$ cat config.mk
export PLATFORM = sky130hd
export DESIGN_NAME = pipeline_ctrl_flat
export DESIGN_NICKNAME = d
export VERILOG_FILES = /design/src/rtl/pipeline_ctrl_if.sv /design/src/rtl/pipeline_ctrl.sv /design/src/flat_wrapper.sv
export SDC_FILE = /design/constraint.sdc
export NUM_CORES = 1
export LEC_CHECK = 0
export ABC_CLOCK_PERIOD_IN_PS = 2600
export CAP_MARGIN = 20
export CORE_MARGIN = 10
export CORE_UTILIZATION = 20
export DETAILED_ROUTE_END_ITERATION = 16
export GPL_ROUTABILITY_DRIVEN = 1
export GPL_TIMING_DRIVEN = 1
export PLACE_DENSITY = 0.9
export REMOVE_ABC_BUFFERS = 1
export SLEW_MARGIN = 20
export SYNTH_ARGS = -nofsm -noshare
export SYNTH_HDL_FRONTEND = slang
export SYNTH_SLANG_ARGS = --single-unit
$ cat constraint.sdc
create_clock -name clk -period 2.6 [get_ports clk]
set_clock_uncertainty 0.15 [all_clocks]
set_input_delay 0.52 -clock clk [delete_from_list [all_inputs] [get_ports clk]]
set_output_delay 0.52 -clock clk [all_outputs]
set_load 0.05 [all_outputs]
$ cat src/rtl/pipeline_ctrl_if.sv
// pipeline_ctrl_if: decode-stage inputs and stall/flush control outputs of the hazard controller.
// Ports: fd_ir, dx_ir (instructions in F/D and D/X), branch_taken, md_ready (mult/div done),
// pc_en/fd_en/dx_en/xm_en/mw_en latch enables, fd/dx/xm_flush nop inserts,
// md_start mult/div start pulse, stall_cnt stall cycle count.
interface pipeline_ctrl_if;
  logic [31:0] fd_ir;
  logic [31:0] dx_ir;
  logic        branch_taken;
  logic        md_ready;
  logic        pc_en;
  logic        fd_en;
  logic        dx_en;
  logic        xm_en;
  logic        mw_en;
  logic        fd_flush;
  logic        dx_flush;
  logic        xm_flush;
  logic        md_start;
  logic [15:0] stall_cnt;
  modport master (
    output fd_ir, dx_ir, branch_taken, md_ready,
    input  pc_en, fd_en, dx_en, xm_en, mw_en, fd_flush, dx_flush, xm_flush, md_start, stall_cnt
  );
  modport slave (
    input  fd_ir, dx_ir, branch_taken, md_ready,
    output pc_en, fd_en, dx_en, xm_en, mw_en, fd_flush, dx_flush, xm_flush, md_start, stall_cnt
  );
endinterface

$ cat src/rtl/pipeline_ctrl.sv
// pipeline_ctrl: 5-stage pipeline hazard controller (load-use bubble, taken-branch flush, mult/div stall).
// Ports: clk, rst_n (async active-low), p (pipeline_ctrl_if.slave) carrying instructions,
// branch/mult-div status in and all enables, flushes, md_start and stall_cnt out.
// Optional: define PIPELINE_CTRL_STALL_CNT_EN to build the saturating stall counter;
// otherwise stall_cnt is tied to zero.
module pipeline_ctrl (
  input logic clk,
  input logic rst_n,
  pipeline_ctrl_if.slave p
);
  typedef enum logic {IDLE, MD_BUSY} state_t;
  state_t state;
  logic [4:0] dx_op, dx_rd, dx_alu, fd_op, fd_rd, fd_rs, fd_rt;
  logic md_op, load_use, idle, md_hold, br, lu, pc_en;
  assign dx_op  = p.dx_ir[31:27];
  assign dx_rd  = p.dx_ir[26:22];
  assign dx_alu = p.dx_ir[6:2];
  assign fd_op  = p.fd_ir[31:27];
  assign fd_rd  = p.fd_ir[26:22];
  assign fd_rs  = p.fd_ir[21:17];
  assign fd_rt  = p.fd_ir[16:12];
  assign md_op = dx_op == 5'b00000 && (dx_alu == 5'b00110 || dx_alu == 5'b00111);
  assign load_use = dx_op == 5'b01000 && dx_rd != 5'd0 &&
                    (fd_rs == dx_rd || (fd_op == 5'b00000 && fd_rt == dx_rd) ||
                     (fd_op == 5'b00111 && fd_rd == dx_rd));
  assign idle = state == IDLE;
  // Everything is gated with rst_n so the pipeline free-runs with no flushes while held in reset.
  // md_op outranks a taken branch, which outranks a load-use bubble.
  assign md_hold = rst_n && (idle ? md_op : !p.md_ready);
  assign br      = rst_n && idle && !md_op && p.branch_taken;
  assign lu      = rst_n && idle && !md_op && !p.branch_taken && load_use;
  assign pc_en      = !(md_hold || lu);
  assign p.pc_en    = pc_en;
  assign p.fd_en    = pc_en;
  assign p.dx_en    = !md_hold;
  assign p.xm_en    = 1'b1;
  assign p.mw_en    = 1'b1;
  assign p.fd_flush = br;
  assign p.dx_flush = br || lu;
  assign p.xm_flush = md_hold;
  // Leaving MD_BUSY enables dx, so the mult/div instruction advances and cannot restart itself.
  assign p.md_start = rst_n && idle && md_op;
  always_ff @(posedge clk or negedge rst_n)
    if (!rst_n) state <= IDLE;
    else state <= idle ? (md_op ? MD_BUSY : IDLE) : (p.md_ready ? IDLE : MD_BUSY);
`ifdef PIPELINE_CTRL_STALL_CNT_EN
  logic [15:0] cnt;
  always_ff @(posedge clk or negedge rst_n)
    if (!rst_n) cnt <= '0;
    else if (!pc_en && cnt != 16'hFFFF) cnt <= cnt + 16'd1;
  assign p.stall_cnt = cnt;
`else
  assign p.stall_cnt = '0;
`endif
endmodule

$ cat src/flat_wrapper.sv
// flat-port wrapper written by rule: the top's interface ports become plain ports
module pipeline_ctrl_flat 
  (clk, rst_n, p_fd_ir, p_dx_ir, p_branch_taken, p_md_ready, p_pc_en, p_fd_en, p_dx_en, p_xm_en, p_mw_en, p_fd_flush, p_dx_flush, p_xm_flush, p_md_start, p_stall_cnt);
  pipeline_ctrl_if p_i ();
  input logic clk;
  input logic rst_n;
  input wire logic [$bits(p_i.fd_ir)-1:0] p_fd_ir;
  input wire logic [$bits(p_i.dx_ir)-1:0] p_dx_ir;
  input wire logic [$bits(p_i.branch_taken)-1:0] p_branch_taken;
  input wire logic [$bits(p_i.md_ready)-1:0] p_md_ready;
  output wire logic [$bits(p_i.pc_en)-1:0] p_pc_en;
  output wire logic [$bits(p_i.fd_en)-1:0] p_fd_en;
  output wire logic [$bits(p_i.dx_en)-1:0] p_dx_en;
  output wire logic [$bits(p_i.xm_en)-1:0] p_xm_en;
  output wire logic [$bits(p_i.mw_en)-1:0] p_mw_en;
  output wire logic [$bits(p_i.fd_flush)-1:0] p_fd_flush;
  output wire logic [$bits(p_i.dx_flush)-1:0] p_dx_flush;
  output wire logic [$bits(p_i.xm_flush)-1:0] p_xm_flush;
  output wire logic [$bits(p_i.md_start)-1:0] p_md_start;
  output wire logic [$bits(p_i.stall_cnt)-1:0] p_stall_cnt;
  assign p_i.fd_ir = p_fd_ir;
  assign p_i.dx_ir = p_dx_ir;
  assign p_i.branch_taken = p_branch_taken;
  assign p_i.md_ready = p_md_ready;
  assign p_pc_en = p_i.pc_en;
  assign p_fd_en = p_i.fd_en;
  assign p_dx_en = p_i.dx_en;
  assign p_xm_en = p_i.xm_en;
  assign p_mw_en = p_i.mw_en;
  assign p_fd_flush = p_i.fd_flush;
  assign p_dx_flush = p_i.dx_flush;
  assign p_xm_flush = p_i.xm_flush;
  assign p_md_start = p_i.md_start;
  assign p_stall_cnt = p_i.stall_cnt;
  pipeline_ctrl u_core (.clk(clk), .rst_n(rst_n), .p(p_i));
endmodule
==> impl_metrics.ini, run 1 <==
[setup_path]
worst_path_max_delay_cell = nor4_4
worst-endpoint-arrival_ns = 1.90
worst-path-max-fanout = 2
setup.worst_path.class = input port to primary output
req_time_crit_path_ns = 1.93
critPathMaxStageDelay_ns = 0.33
critical_path.reg2reg.startpoint = u_core.state
rr_worst_depth = 3
regToRegSetupSlack_ns = 1.50
timing.rr.end = u_core.state
cp_cell_sequence = clkdlybuf4s15_1 > nor4_4 > and4b_1 > o21ai_4 > a31oi_4 > buf_6 > nor2_4 > buf_8
critical_path.endpoint_type = primary output
cp-start-kind = input port

[run_status]
run_status = complete, no violations

[logic_synthesis]
synth_seq_area_share = 0.05540
yosys.cell_types.count = 21
synth-seq-cells = 1
post_synth_instance_area_um2 = 451.7
post_synth.cell_area_avg_um2 = 7.405
yosys_warnings = 0
netlist_instances = 61

[floorplanning]
design.die.area_um2 = 4559
area_of_the_core_um2 = 2191
io_pins = 93
floorplan.die.height_um = 67.52
die_span_x_um = 67.52
rows = 17
floorplan.initialDensity = 0.2062

[cells_and_area]
max_flop_register = u_core.state
antennaDiodeCount = 0
layout.filler_cells = 215
flip_flop_count_of_the_largest_register_all_copies_and_words_added = 1
mostFrequentLayoutCell = conb_1
most-common-layout-cells = 18 x conb_1, 12 x clkdlybuf4s50_1, 11 x xor2_1, 11 x buf_4, 9 x clkdlybuf4s15_1
utilization_after_layout = 0.4683
nets = 184
top_regs = u_core.state x1
share_of_layout_cells_above_drive_strength_1 = 0.3509
post_layout_nonfiller_instances = 142
area_delta_synth_final_pct = 127.1

[placement]
dp_hpwl_mm = 1.883
place_congestion = 0.7293
place_worst_setup_slack_ns = -0.3402
place.detailed.instances = 137
port_buffers = 44

[power]
total_power_w = 0.0001820
max-vdd-ir-drop_mv = 0.07832
power_leakage_nw = 0.4685
pwr_density_cell_nw_per_um2 = 177.4

[route]
drtAntennaViolNets = 0
dr_wl_met2_mm = 1.214
detailedRoute.firstIterationViolations = 11
avgViaCountPerCell = 3.880
wl_met1_um = 661
routed-via-count = 551
highest_metal_layer_used_by_the_detailed_router = met4
dr_wl_met3_um = 228
route.detailed.wl_per_inst_um = 15.03
drtPass1Iterations = 2
drt-total-wl_mm = 2.134
drcViolationCount = 0

[grt]
pin_count_of_the_biggest_net_entering_global_routing = 5
antenna_violations_before_repair = 0
grt_first_pass_wirelength_mm = 3.049
via_count_of_the_first_global_routing_pass = 658
grt-ovfl-total = 0
gr-usage-all-layers = 0.08264

[sta]
final_hold_violation_count = 0
timing.final.ws_setup_ns = 0.03062
fin_max_slew_vios = 0
timing.fmax_ghz = 0.3892
fin_setup_tns_ns = 0
fin_crit_sh = 0.9882
setup_viol = 0
period_needed_ns = 2.569

[clock_network]
clkSlewWorstSetupHoldPaths_ns = 0
clk_latency_ns = 0
hold_fix_buffers_at_cts = 0

[worst_hold_path]
hp-class = input port to async pin

[flow_run]
maxCapViolCount = 0
==> worst max-delay path: cells and delay by family <==
kind	cells	cell delay (ns)
compound gates	2	0.25
simple gates	3	0.66
buf+inv	3	0.47
==> per-layer routing <==
| metal | global-route usage | vias up |
|---|---|---|
| met5 | 0 | - |
| met4 | 0.01026 | 0 |
| met3 | 0.02479 | 2 |
| met2 | 0.1749 | 33 |
| met1 | 0.07514 | 241 |
| li1 | - | 275 |
==> what timing repair did <==
action / in CTS / in global routing
pin swaps: 17 / 10
endpoints found under the setup margin: 7 / 5
resized for setup: 65 / 16
setup buffers: 4 / 1
hold endpoints to repair: 0 / 0
==> cells by family (layout without fill, tap and decap cells) <==
| family | after synthesis | in the layout | share of synthesized area |
|---|---|---|---|
| and+or+nand+nor | 20 | 20 | 0.2659 |
| xor gates and xnor gates | 15 | 15 | 0.2908 |
| muxes | 1 | 1 | 0.02216 |
| other | 2 | 18 | 0.01663 |
| DFF | 1 | 1 | 0.05539 |
| buffers and inverters | 20 | 57 | 0.3241 |
| AOI/OAI and AO/OA | 2 | 2 | 0.02493 |
==> worst max path at each step <==
| stage | startpoint | endpoint | slack, ns | cells after the start |
|---|---|---|---|---|
| after global routing | p_dx_ir[29] | p_pc_en | -0.06 | 8 |
| after detailed placement | p_dx_ir[26] | p_dx_flush | -0.34 | 7 |
| after global placement | p_dx_ir[26] | p_dx_flush | -0.33 | 7 |
| after floorplan | p_dx_ir[4] | p_fd_en | -0.98 | 6 |
| final | p_dx_ir[29] | p_pc_en | 0.03 | 8 |
| after CTS | p_fd_ir[22] | p_dx_flush | 0.002 | 7 |
==> where the power goes <==
part | internal [W] | total [W] | switching, W
Clock | 0 | 0 | 0
Sequential | 0.0000159 | 0.0000160 | 0.0000000878
Combinational | 0.0000664 | 0.000166 | 0.0000996
Total | 0.0000823 | 0.000182 | 0.0000997
==> cells in the mapped netlist <==
master	instances	share of area
mux2i_1	1	0.022
and4b_1	1	0.022
nand2_1	1	0.0083
xnor2_1	4	0.078
or4_1	1	0.017
inv_1	1	0.0083
buf_4	19	0.32
or2_1	1	0.014
o21ai_1	1	0.011
nor2b_1	2	0.028
xor2_1	11	0.21
nand3_1	2	0.022
dfrtp_1	1	0.055
nand4_1	2	0.028
a31oi_1	1	0.014
nor4_1	3	0.042
and3_1	2	0.028
nor4b_1	1	0.019
nor2_1	2	0.017
conb_1	2	0.017
nor3_1	2	0.022
==> final cells by class <==
class | count | area (um2) | area share
multi-input cells | 56 | 429.2 | 0.4183
inverters | 1 | 3.754 | 0.003659
flip-flops and latches | 1 | 25.02 | 0.02439
repair buffers | 56 | 533.0 | 0.5195
well taps | 28 | 35.03 | 0.03415
==> per-stage QoR <==
step                      hold WS [ns]  instance area [um2]
after CTS                       0.4022                 1005
after floorplan                0.07441                369.1
after detailed placement        0.3560                917.1
after global placement          0.3341                917.1
after global routing            0.4229                 1026
final                           0.3958                 1026
No activity file was read; power rests on OpenSTA's default activity.
==> run 2: changes to the inputs <==
CTS_BUF_LIST = sky130_fd_sc_hd__clkbuf_4 sky130_fd_sc_hd__clkbuf_8 sky130_fd_sc_hd__clkbuf_16   (was not set)
PLACE_DENSITY = 0.86   (was 0.9)
==> run 2 against run 1 <==
Wire length rose by 3.8%. Die area unchanged. Setup slack better by 0.019 ns. Worst hold slack got worse by 0.0011 ns. Sequential share of layout area down 0.23 points. Cell count increased by 5.6%. Flip-flop and latch count did not move. Sequential power hardly changed. Register-to-register slack got worse by 0.83 ns. Critical endpoint unchanged. Largest power group unchanged. Highest routed layer is now met3.
==> impl_metrics.ini, run 2 (synthesis gave the netlist of run 1 again) <==
[route]
drtAntennaViolNets = 0
routed-via-count = 593
drcViolationCount = 0
avgViaCountPerCell = 3.953
route.detailed.wl_per_inst_um = 14.77
drtPass1Iterations = 3
drt-total-wl_mm = 2.216
detailedRoute.firstIterationViolations = 6

[cells_and_area]
nets = 192
top_regs = u_core.state x1
multi_input_area_um2 = 459.2
utilization_after_layout = 0.5174
max_flop_register = u_core.state
share_of_layout_cells_above_drive_strength_1 = 0.4262
post_layout_nonfiller_instances = 150
antennaDiodeCount = 0
layout.filler_cells = 212
most-common-layout-cells = 18 x conb_1, 18 x buf_4, 12 x clkdlybuf4s50_1
flip_flop_count_of_the_largest_register_all_copies_and_words_added = 1
area_taken_by_flip_flops_and_latches_um2 = 25.02
area_delta_synth_final_pct = 151.0

[floorplanning]
die_span_x_um = 67.52
floorplan.die.height_um = 67.52
area_of_the_core_um2 = 2191
floorplan.initialDensity = 0.2062
rows = 17
io_pins = 93
design.die.area_um2 = 4559

[power]
total_switching_power_w = 0.0001040
max-vdd-ir-drop_mv = 0.09380
power_leakage_nw = 0.5450
power_frac_comb = 0.915
clock_power_share = 0
switching_share = 0.5510
total_power_w = 0.0001887
seq_power_share = 0.085
pwr_density_cell_nw_per_um2 = 166.4
internal_power_w = 0.00008472

[sta]
timing.final.ws_setup_ns = 0.04959
setup_viol = 0
timing.fmax_ghz = 0.3921
period_needed_ns = 2.550
final_hold_violation_count = 0
finalHoldWorstSlack_ns = 0.3948
fin_max_slew_vios = 0
fin_crit_sh = 0.9809

[placement]
place_congestion = 0.8041
place.detailed.instances = 138
place_worst_setup_slack_ns = -0.3771
port_buffers = 44
dp_hpwl_mm = 1.878

[setup_path]
critical-path-top-delay-family = simple AND/OR/NAND/NOR gates
critPathMaxStageDelay_ns = 0.55
req_time_crit_path_ns = 1.93
cp-start-kind = input port
regToRegSetupSlack_ns = 0.67
worst_path_max_delay_cell = or4_4
buffer_and_inverter_count_on_the_worst_path = 3
timing.rr.end = u_core.state
cp_cell_sequence = buf_2 > or4_4 > o21ai_4 > a31oi_4 > buf_6 > nor2_4 > buf_12
worst-endpoint-arrival_ns = 1.88
critical_path.endpoint_type = primary output
worst-path-max-fanout = 4
rr_worst_depth = 10
critical_path.reg2reg.startpoint = u_core.state
setup.worst_path.class = input port to primary output

[clock_network]
clkSlewWorstSetupHoldPaths_ns = 0
clk_latency_ns = 0
hold_fix_buffers_at_cts = 0

[flow_run]
maxCapViolCount = 0

[grt]
pin_count_of_the_biggest_net_entering_global_routing = 5
via_count_of_the_first_global_routing_pass = 660
grt_first_pass_wirelength_mm = 3.215
gr-usage-all-layers = 0.08732
grt-ovfl-total = 0
antenna_violations_before_repair = 0

[worst_hold_path]
hp-class = input port to async pin

[run_status]
run_status = complete, no violations
## run 2: cell types whose count changed in the layout (fill, tap and decap cells not counted), sizes merged
cell and delta:
buf +8, clkdlybuf4s15 -3, dlymetal6s2s +2, dlygate4sd2 +1
## run 2: worst max-delay path by stage
| stage | start | slack (ns) | end | depth (start not counted) |
|---|---|---|---|---|
| floorplan | p_dx_ir[4] | -0.98 | p_fd_en | 6 |
| CTS | p_dx_ir[4] | -0.02 | p_xm_flush | 8 |
| global route | p_fd_ir[12] | -0.02 | p_pc_en | 8 |
| global placement | p_dx_ir[22] | -0.33 | p_pc_en | 6 |
| detailed placement | p_dx_ir[22] | -0.38 | p_pc_en | 6 |
| finish | p_dx_ir[26] | 0.05 | p_pc_en | 7 |
## run 2: what timing repair did
action                     4_1_cts  5_1_grt
pin swaps                       17       12
setup endpoints to repair        6        8
buffers inserted                12        0
gates resized for setup         58       22
## run 2: stage by stage
step | area [um2] | setup TNS [ns]
after floorplan | 369.1 | -1.954
after global placement | 949.7 | -1.162
after detailed placement | 949.7 | -1.432
after CTS | 1092 | -0.02204
after global routing | 1134 | -0.04216
final | 1134 | 0
## run 2: worst register-to-register path, stage by stage, from the launching register on
cell	delay (ns)
dfrtp_1	0.40
mux2i_2	0.18
buf_4	0.14
buf_4	0.12
buf_4	0.12
buf_4	0.12
buf_4	0.12
buf_4	0.12
buf_4	0.12
buf_4	0.12
buf_4	0.12
## run 2: area by class of cell
class | instances | area share
multi-input cells | 56 | 0.4051
repair buffers | 64 | 0.5386
flip-flops and latches | 1 | 0.02208
well taps | 28 | 0.03091
inverters | 1 | 0.003311
## run 2: routing by layer
| metal | GRT usage | up-vias | routed length, um |
|---|---|---|---|
| met5 | 0 | - | 0 |
| met2 | 0.1831 | 32 | 1292 |
| met1 | 0.08914 | 269 | 727 |
| met4 | 0 | 0 | 0 |
| li1 | - | 292 | - |
| met3 | 0.01818 | 0 | 197 |
## run 2: power by group through the flow
stage	clock network (W)	registers (W)	logic (W)
floorplan	0	0.0000159	0.0000857
global placement	0	0.0000159	0.000163
detailed placement	0	0.0000160	0.000167
CTS	0	0.0000160	0.000165
global route	0	0.0000160	0.000183
finish	0	0.0000160	0.000173
==> run 3: changes to the inputs <==
ABC_CLOCK_PERIOD_IN_PS = 2700   (was 2600)
CORE_UTILIZATION = 19   (was 20)
CTS_BUF_LIST = sky130_fd_sc_hd__clkbuf_8   (was sky130_fd_sc_hd__clkbuf_4 sky130_fd_sc_hd__clkbuf_8 sky130_fd_sc_hd__clkbuf_16)
PLACE_DENSITY = 0.82   (was 0.86)
clock period = 2.7 ns   (was 2.6 ns; I/O delays follow)
==> run 3 against run 2 <==
First-iteration DRC count down 67%. Cell count down 6.0%. Sequential share of layout area up 0.19 points. Worst hold slack better by 0.020 ns. Power down 5.1%. Combinational power down 5%. Critical path depth unchanged. Global-route usage down 0.99 points. Largest cell class unchanged. Largest power group unchanged. Highest routed layer unchanged.
==> impl_metrics.ini, run 3 (synthesis gave the netlist of run 1 again) <==
[run_status]
run_status = complete, no violations

[setup_path]
critical_path.endpoint_type = primary output
setup.worst_path.class = input port to primary output
worst-path-max-fanout = 4
req_time_crit_path_ns = 2.01
cp-start-kind = input port
worst-endpoint-arrival_ns = 1.98

[grt]
grt-ovfl-total = 0
antenna_violations_before_repair = 0
via_count_of_the_first_global_routing_pass = 622
gr-usage-all-layers = 0.07745
grt_first_pass_wirelength_mm = 2.973
pin_count_of_the_biggest_net_entering_global_routing = 5

[cells_and_area]
antennaDiodeCount = 0
max_flop_register = u_core.state
layout.filler_cells = 225
mostFrequentLayoutCell = conb_1
multi_input_area_um2 = 412.9
top_regs = u_core.state x1
share_of_layout_cells_above_drive_strength_1 = 0.2832
flip_flop_count_of_the_largest_register_all_copies_and_words_added = 1
area_delta_synth_final_pct = 131.3
nets = 183
post_layout_nonfiller_instances = 141
most-common-layout-cells = 18 x conb_1, 15 x clkdlybuf4s50_1, 15 x dlygate4sd2_1
utilization_after_layout = 0.4678
area_taken_by_flip_flops_and_latches_um2 = 25.02

[power]
pwr_density_cell_nw_per_um2 = 171.4
power_frac_comb = 0.914
clock_power_share = 0
switching_share = 0.5496
max-vdd-ir-drop_mv = 0.07605
internal_power_w = 0.00008064
total_switching_power_w = 0.00009839
power_leakage_nw = 0.5102
seq_power_share = 0.086

[floorplanning]
io_pins = 93
die_span_x_um = 68.76
floorplan.die.height_um = 68.76
rows = 17
design.die.area_um2 = 4727
floorplan.initialDensity = 0.2022
area_of_the_core_um2 = 2233

[route]
drtPass1Iterations = 4
routed-via-count = 562
route.detailed.wl_per_inst_um = 15.51
drcViolationCount = 0
avgViaCountPerCell = 3.986
detailedRoute.firstIterationViolations = 2
drt-total-wl_mm = 2.187
drtAntennaViolNets = 0

[sta]
fin_crit_sh = 0.9882
grt_setup_unrepaired = true
final_hold_violation_count = 0
fin_setup_tns_ns = 0
timing.fmax_ghz = 0.3748
period_needed_ns = 2.668
fin_max_slew_vios = 0
setup_viol = 0

[flow_run]
maxCapViolCount = 0

[placement]
place.detailed.instances = 138
dp_hpwl_mm = 1.934
place_congestion = 0.7897
port_buffers = 44

[clock_network]
clk_latency_ns = 0
hold_fix_buffers_at_cts = 0
clkSlewWorstSetupHoldPaths_ns = 0

[worst_hold_path]
hp-class = input port to async pin
run 3: worst paths after layout:
kind                              start      endpoint  slack [ns]  cells past startpoint
max reg2reg                u_core.state  u_core.state        1.61                      3
min in group clk           u_core.state  u_core.state        0.63                      3
max in group asynchronous         rst_n  u_core.state        1.90                      2
min reg2reg                u_core.state  u_core.state        0.63                      3
max                         p_dx_ir[24]    p_dx_flush        0.03                      7
min                               rst_n  u_core.state        0.41                      2
run 3: layout make-up:
cell class,instances,share of cell area
sequential,1,0.02395
tap,28,0.03353
multi-input combinational,56,0.3952
inverter,1,0.003593
timing repair buffer,55,0.5437
run 3: power groups by stage:
| stage | Sequential (W) | Clock (W) | Combinational [W] |
|---|---|---|---|
| after floorplan | 0.0000154 | 0 | 0.0000825 |
| after global placement | 0.0000154 | 0 | 0.000158 |
| after detailed placement | 0.0000154 | 0 | 0.000161 |
| after CTS | 0.0000154 | 0 | 0.000158 |
| after global routing | 0.0000154 | 0 | 0.000172 |
| final | 0.0000154 | 0 | 0.000164 |
run 3: critical path, stage by stage:
cell and delay, ns:
dlygate4sd2_1 0.29, xor2_1 0.18, nor4_2 0.27, nand4_1 0.15, a31oi_2 0.24, or2_1 0.17
buf_12 0.14
run 3: stage by stage:
stage / total power [W] / instance area (um2) / hold slack, ns / setup slack [ns]
5_1_grt: 0.0001878 / 1045 / 0.4599 / -0.04534
2_1_floorplan: 0.00009785 / 369.1 / 0.09441 / -0.9169
3_5_place_dp: 0.0001762 / 949.7 / 0.3419 / -0.3127
6_report: 0.0001790 / 1045 / 0.4144 / 0.03178
3_3_place_gp: 0.0001730 / 949.7 / 0.3332 / -0.2832
4_1_cts: 0.0001734 / 988.4 / 0.4212 / 0.0002438
run 3: repair_timing:
| action | in CTS | in global routing |
|---|---|---|
| gates resized for setup | 34 | 12 |
| endpoints found under the setup margin | 6 | 5 |
| setup buffers | 2 | 1 |
| cloned | 0 | 0 |
| pin swaps | 11 | 8 |
run 3: layer usage:
metal | up-vias | global-route usage | routed length (um) | share of wire
li1 | 276 | - | - | -
met1 | 251 | 0.07616 | 698 | 0.32
met2 | 35 | 0.1613 | 1221 | 0.56
met3 | 0 | 0.02415 | 267 | 0.12
met4 | 0 | 0 | 0 | 0
met5 | - | 0 | 0 | 0
